[config.mk]
export PLATFORM = sky130hd
export DESIGN_NAME = demux_stream_nch
export DESIGN_NICKNAME = d
export VERILOG_FILES = /design/src/rtl/demux_stream_nch.sv
export SDC_FILE = /design/constraint.sdc
export NUM_CORES = 1
export LEC_CHECK = 0
export CORE_MARGIN = 2
export CORE_UTILIZATION = 39
export DETAILED_ROUTE_END_ITERATION = 8
export GPL_ROUTABILITY_DRIVEN = 0
export PLACE_DENSITY = 0.86
export SETUP_SLACK_MARGIN = 0.3
export SYNTH_ARGS = -nofsm -noshare
export SYNTH_HDL_FRONTEND = slang
export SYNTH_SLANG_ARGS = --single-unit
[constraint.sdc]
create_clock -name clk -period 1.65 [get_ports clk]
set_input_delay 0.495 -clock clk [delete_from_list [all_inputs] [get_ports clk]]
set_output_delay 0.495 -clock clk [all_outputs]
set_load 0.05 [all_outputs]
[src/rtl/demux_stream_nch.sv]
// Registered N-channel stream demultiplexer: each accepted beat lands in a one-deep slot on its channel.
// Optional per-channel accepted-beat counters are built when DEMUX_STREAM_CNT_EN is defined.
module demux_stream_nch #(
  parameter int unsigned     BITS      = 8,
  parameter int unsigned     NCH       = 4,
  parameter int unsigned     SELW      = 2,
  parameter logic [BITS-1:0] OTHERWISE = '0
) (
  input  logic                clk,
  input  logic                rst_n,
  input  logic                in_valid_i,
  output logic                in_ready_o,
  input  logic [SELW-1:0]     in_sel_i,
  input  logic [BITS-1:0]     in_data_i,
  output logic [NCH-1:0]      out_valid_o,
  input  logic [NCH-1:0]      out_ready_i,
  output logic [NCH*BITS-1:0] out_data_o,
  output logic                sel_err_o,
  input  logic                cnt_clr_i,
  output logic [NCH*16-1:0]   cnt_flat_o
);

  logic [NCH-1:0]  selHit;
  logic [NCH-1:0]  load;
  logic            inReady;
  logic [NCH-1:0]  slotValid_q, slotValid_d;
  logic [BITS-1:0] slotData_q [NCH];
  logic            selErr_q, selErr_d;

  // A select with no matching channel is always ready so stray beats drain instead of stalling.
  always_comb begin
    selHit  = '0;
    inReady = 1'b1;
    for (int k = 0; k < NCH; k++) begin
      selHit[k] = (in_sel_i == SELW'(k));
      if (selHit[k]) begin
        inReady = !slotValid_q[k] | out_ready_i[k];
      end
    end
    load        = selHit & {NCH{in_valid_i & inReady}};
    selErr_d    = in_valid_i & ~|selHit;
    slotValid_d = load | (slotValid_q & ~out_ready_i);
  end

  assign in_ready_o  = inReady;
  assign out_valid_o = slotValid_q;
  assign sel_err_o   = selErr_q;

  always_ff @(posedge clk or negedge rst_n) begin
    if (!rst_n) begin
      slotValid_q <= '0;
      selErr_q    <= 1'b0;
    end else begin
      slotValid_q <= slotValid_d;
      selErr_q    <= selErr_d;
    end
  end

  always_ff @(posedge clk or negedge rst_n) begin
    if (!rst_n) begin
      for (int k = 0; k < NCH; k++) begin
        slotData_q[k] <= OTHERWISE;
      end
    end else begin
      for (int k = 0; k < NCH; k++) begin
        if (load[k]) begin
          slotData_q[k] <= in_data_i;
        end
      end
    end
  end

  for (genvar g = 0; g < NCH; g++) begin : gLane
    assign out_data_o[g*BITS +: BITS] = slotValid_q[g] ? slotData_q[g] : OTHERWISE;
  end

`ifdef DEMUX_STREAM_CNT_EN
  logic [15:0] cnt_q [NCH];
  logic [15:0] cnt_d [NCH];

  // Clear dominates a coinciding accept; the 16-bit add wraps naturally.
  always_comb begin
    for (int k = 0; k < NCH; k++) begin
      cnt_d[k] = cnt_clr_i ? 16'd0 : cnt_q[k] + 16'(load[k]);
    end
  end

  always_ff @(posedge clk or negedge rst_n) begin
    if (!rst_n) begin
      for (int k = 0; k < NCH; k++) begin
        cnt_q[k] <= 16'd0;
      end
    end else begin
      for (int k = 0; k < NCH; k++) begin
        cnt_q[k] <= cnt_d[k];
      end
    end
  end

  for (genvar g = 0; g < NCH; g++) begin : gCnt
    assign cnt_flat_o[g*16 +: 16] = cnt_q[g];
  end
`else
  logic unusedCntClr;
  assign unusedCntClr = cnt_clr_i;
  assign cnt_flat_o   = '0;
`endif

endmodule

## Word-level counts from Yosys, hierarchy flattened

Index checks and enable logic that the tools add are counted.

| storage, ports and cells | value |
|---|---|
| register bits after elaboration | 37 |
| latch bits | 0 |
| bits in writable memories | 0 |
| bits in read-only memories | 0 |
| bits of input ports | 18 |
| output and inout bits | 102 |
| word-level logic and storage cells | 34 |
| memories | 0 |

| operators by class | value |
|---|---|
| add/subtract/negate cells | 0 |
| $mul | 0 |
| divide/modulo/power cells | 0 |
| magnitude comparators | 0 |
| equal/unequal tests | 3 |
| shifts and indexed selects | 0 |
| multiplexer cells | 8 |
| bitwise operators | 10 |
| reduce and logical (&&, ||, !) cells | 7 |

Operators by type and width:

| operator | number |
|---|---|
| two-way mux 8 bit | 4 |
| AND 4 bit | 2 |
| zero test 1 bit | 5 |
| == test 2 bit, second input constant | 2 |
| two-way mux 1 bit | 4 |
| NOT 4 bit | 1 |
| bitwise OR 1 bit | 4 |
| bitwise OR 4 bit | 1 |
| OR reduction 4 bit | 1 |
| AND 1 bit | 2 |
| == test 2 x 1 -> 1 bit, second input constant | 1 |
| zero test 2 bit | 1 |

## Logic depth before layout (Yosys ltp)

| logic depth | value |
|---|---|
| word-level depth | 9 |
| mapped depth | 4 |
| gate-level depth less buffers | 3 |

## Least setup slack after synthesis

Ideal clock, no wire load.

| timing | value |
|---|---|
| path type | register -> output |
| start point | register slotValid_q[1] (netlist: out_valid_o[1]) |
| end point | output port in_ready_o |
| arrival time | 1592 ps |
| data required time | 1155 ps |
| setup slack | -437 ps |
| cell stages (with the launch flop) | 3 |
| path buffers | 0 |
| path through | dfrtp_1 > nand2b_1 > mux4_1 |

| between the ends | value |
|---|---|
| longest elaborated chain between the ends | 5 |

Ends and longest elaborated chain:

| element | line | text |
|---|---|---|
| start: declaration | 26 | `logic [NCH-1:0] slotValid_q, slotValid_d;` |
| start signal: assignment | 54 | `slotValid_q <= slotValid_d;` |
| zero test 1 bit | 37 | `inReady = !slotValid_q[k] \| out_ready_i[k];` |
| bitwise OR 1 bit | 37 |  |
| two-way mux 1 bit (3 in series) | 36 | `if (selHit[k]) begin` |
| end: declaration | 12 | `output logic in_ready_o,` |

No other way between the ends.

## Final worst setup path

| timing | value |
|---|---|
| start point | input port out_ready_i[3] |
| end point | output port in_ready_o |

| between the ends | value |
|---|---|
| longest elaborated chain between the ends | 2 |

Ends and longest elaborated chain:

| element | line | text |
|---|---|---|
| start: declaration | 16 | `input logic [NCH-1:0] out_ready_i,` |
| bitwise OR 1 bit | 37 |  |
| two-way mux 1 bit | 36 |  |

No other way between the ends.

==> impl_metrics.tcl <==
set metrics [dict create \
    outcome "complete, but fails checks" \
    violations "negative setup slack" \
    start_util_pct 39.7 \
    grt_setup_unrepaired "yes" \
    end_kind "output port" \
    grt_pass1_wl_um 7360 \
    placed_cell_area_sq_um 3190 \
    num_vias 1446 \
    syn_inst 186 \
    grt_pass1_vias 1405 \
    die_h_um 78.4 \
    yosysUniqueCellTypes 18 \
    htreeDepth 2 \
    core-area_sq_um 5440 \
    regArea_sq_um 931 \
    post-synth-top-area-fraction_pct 42.8 \
    pin_count 120 \
    io_buffer_count 54 \
    ant_nets 0 \
    cts_root_buffer "clkbuf_8" \
    wire_per_inst_um 14.8 \
    crit_chain "buf_2, nand2b_4, mux4_2, buf_8" \
    tns_ns -3.66 \
    first_iter_violations 87 \
    ir_worst_vdd_uv 367 \
    grt_overflow 0 \
    synth-seq-cells 37 \
    synth_xor_area_share_pct 0 \
    clock_path_buffers 2 \
    area.growth.synth_to_final_pct 61.1 \
    synth-adder-area-share_pct 0 \
    firstDrtPassIters 4 \
    cap_violations 0 \
    setup_ws_ns -0.237 \
    cts_made_buffers 5 \
    reg2regPathDepth 6 \
    path_class "in2out" \
    die_width_um 78.4 \
    fin_crit_sh_pct 114 \
    fmax_mhz 530 \
    final_cell_area_sq_um 3480 \
    synthFlopType "dfrtp_1" \
    met2_length_um 2790 \
    critPathMaxStageDelay_ns 0.49 \
    yosys.area_share.simple_pct 14.0 \
    hold_viol_final 0 \
    setup_violations 34 \
    diodes 0 \
    synth.top_cells.by_count "buf_4, dfrtp_1, and2_1" \
    drive_above_1_share_pct 58.6 \
    syn-cell-area_sq_um 2160 \
    nets 290 \
    wl_met1_um 1910 \
    synth_compound_gate_area_share_pct 0.463 \
    seq_area_frac_synth_pct 42.8 \
    drc 0 \
    antenna_found_initial 0 \
    synth_top_family_by_area "buffers and inverters" \
    p_per_area_nw_per_um2 959 \
    final.fill_count 388 \
    grt_usage_pct 16.0 \
    num_rows 27 \
    clkSlewWorstSetupHoldPaths_ns 0.07 \
    start_kind "input port" \
    cts_tree "built" \
    wl_met3_um 298 \
    synth-warning-count 0 \
    die_area_sq_um 6150 \
    hold_class "in2async" \
    crit_fanout 2 \
    synth_edf_count 0 \
    crit_required_ns 1.15 \
    synth_top_cell_by_area "dfrtp_1" \
    cts_hold_buf 0 \
    postSynth.asyncResetShare_pct 100 \
    ys_top_cells_by_area "dfrtp_1, buf_4, mux2_2, and2_1, mux2_4" \
    clk_latency_ns 0.29 \
    leakagePower_nw 1.72 \
    cp.arrival_ns 1.39 \
    fin_crit_ns 1.89 \
    syn_avg_cell_area_sq_um 11.6 \
    top_layer_used "met4" \
    wirelength_um 5110 \
    multi_input_area_sq_um 1190 \
    cts.sinks 37 \
    final-max-slew-violation-count 0 \
    slowest_stage "mux4_2" \
    via_per_inst 4.19 \
    muxShareOfSynthArea_pct 19.3 \
    dp.final_hpwl_um 3400 \
    dp_slack_ns -0.583 \
    yosysMostFrequentCell "buf_4" \
    grt_max_degree 38 \
    clock_skew_ns 0.00314 \
]
metal layers:
| metal | vias up | global-route usage (%) |
|---|---|---|
| li1 | 648 | - |
| met1 | 713 | 19.0 |
| met2 | 75 | 28.0 |
| met3 | 10 | 4.14 |
| met4 | 0 | 5.79 |
| met5 | - | 0 |
path summary, 6_finish.rpt:
kind	from	end	slack (ns)
max reg2reg	out_valid_o[0]$_DFF_PN0_	slotData_q[30]$_DFFE_PN0P_	0.01
max in group asynchronous	rst_n	out_valid_o[3]$_DFF_PN0_	1.28
min reg2reg	slotData_q[14]$_DFFE_PN0P_	slotData_q[14]$_DFFE_PN0P_	0.51
max	out_ready_i[3]	in_ready_o	-0.24
min	rst_n	slotData_q[23]$_DFFE_PN0P_	0.17
min in group clk	slotData_q[14]$_DFFE_PN0P_	slotData_q[14]$_DFFE_PN0P_	0.51
registers in the layout, indices dropped and copies added, names as in the netlist:
name,flops
out_valid_o,4
sel_err_o,1
slotData_q,32
cells in the final DEF (no fill, tap or decap), drive strengths merged, types with 2 or more instances in the layout:
master and count:
and2 32, buf 72, clkbuf 7, clkdlybuf4s50 8, clkinv 2, conb 65, dfrtp 37, mux2 32
nand2 3, nand2b 5, nor2b 2, o21ai 2
where the power goes:
group | switching, mW | total, mW | internal, mW | leakage [nW]
clock network | 0.311 | 0.604 | 0.292 | 0.0450
registers | 0.113 | 1.20 | 1.08 | 0.437
logic | 0.838 | 1.54 | 0.702 | 1.24
total | 1.26 | 3.34 | 2.08 | 1.72
final cells by class:
type	count	share of cell area [%]
clock buffer	6	2.08
tap	72	2.59
clock inverter	2	0.287
multi-input combinational	146	34.2
sequential	37	26.7
timing repair buffer	82	34.1
repair_timing:
action,CTS,global route
endpoints found under the setup margin,69,70
buffers inserted,5,5
pin swaps,1,0
resized for setup,57,14
cloned,0,1
critical path: cells and delay by family:
kind,cells,cell delay [ns]
muxes,1,0.49
and+or+nand+nor,1,0.13
buffers and inverters,2,0.28
through the flow:
step / util [%] / hold WS (ns) / cells / power, mW
6_report: 64.0 / 0.165 / 345 / 3.34
5_1_grt: 64.0 / 0.170 / 345 / 3.48
4_1_cts: 62.4 / 0.169 / 339 / 3.32
3_5_place_dp: 58.7 / 0.479 / 326 / 2.65
3_3_place_gp: 58.7 / 0.484 / 326 / 2.62
2_1_floorplan: - / 0.199 / 250 / 2.24
logic make-up after synthesis:
family                 Yosys count
buffers and inverters           67
multiplexers                    33
AO/OA/AOI/OAI                    2
flip-flops                      37
AND/OR/NAND/NOR                 46
other                            1
Power figures use the tool's default switching activity.
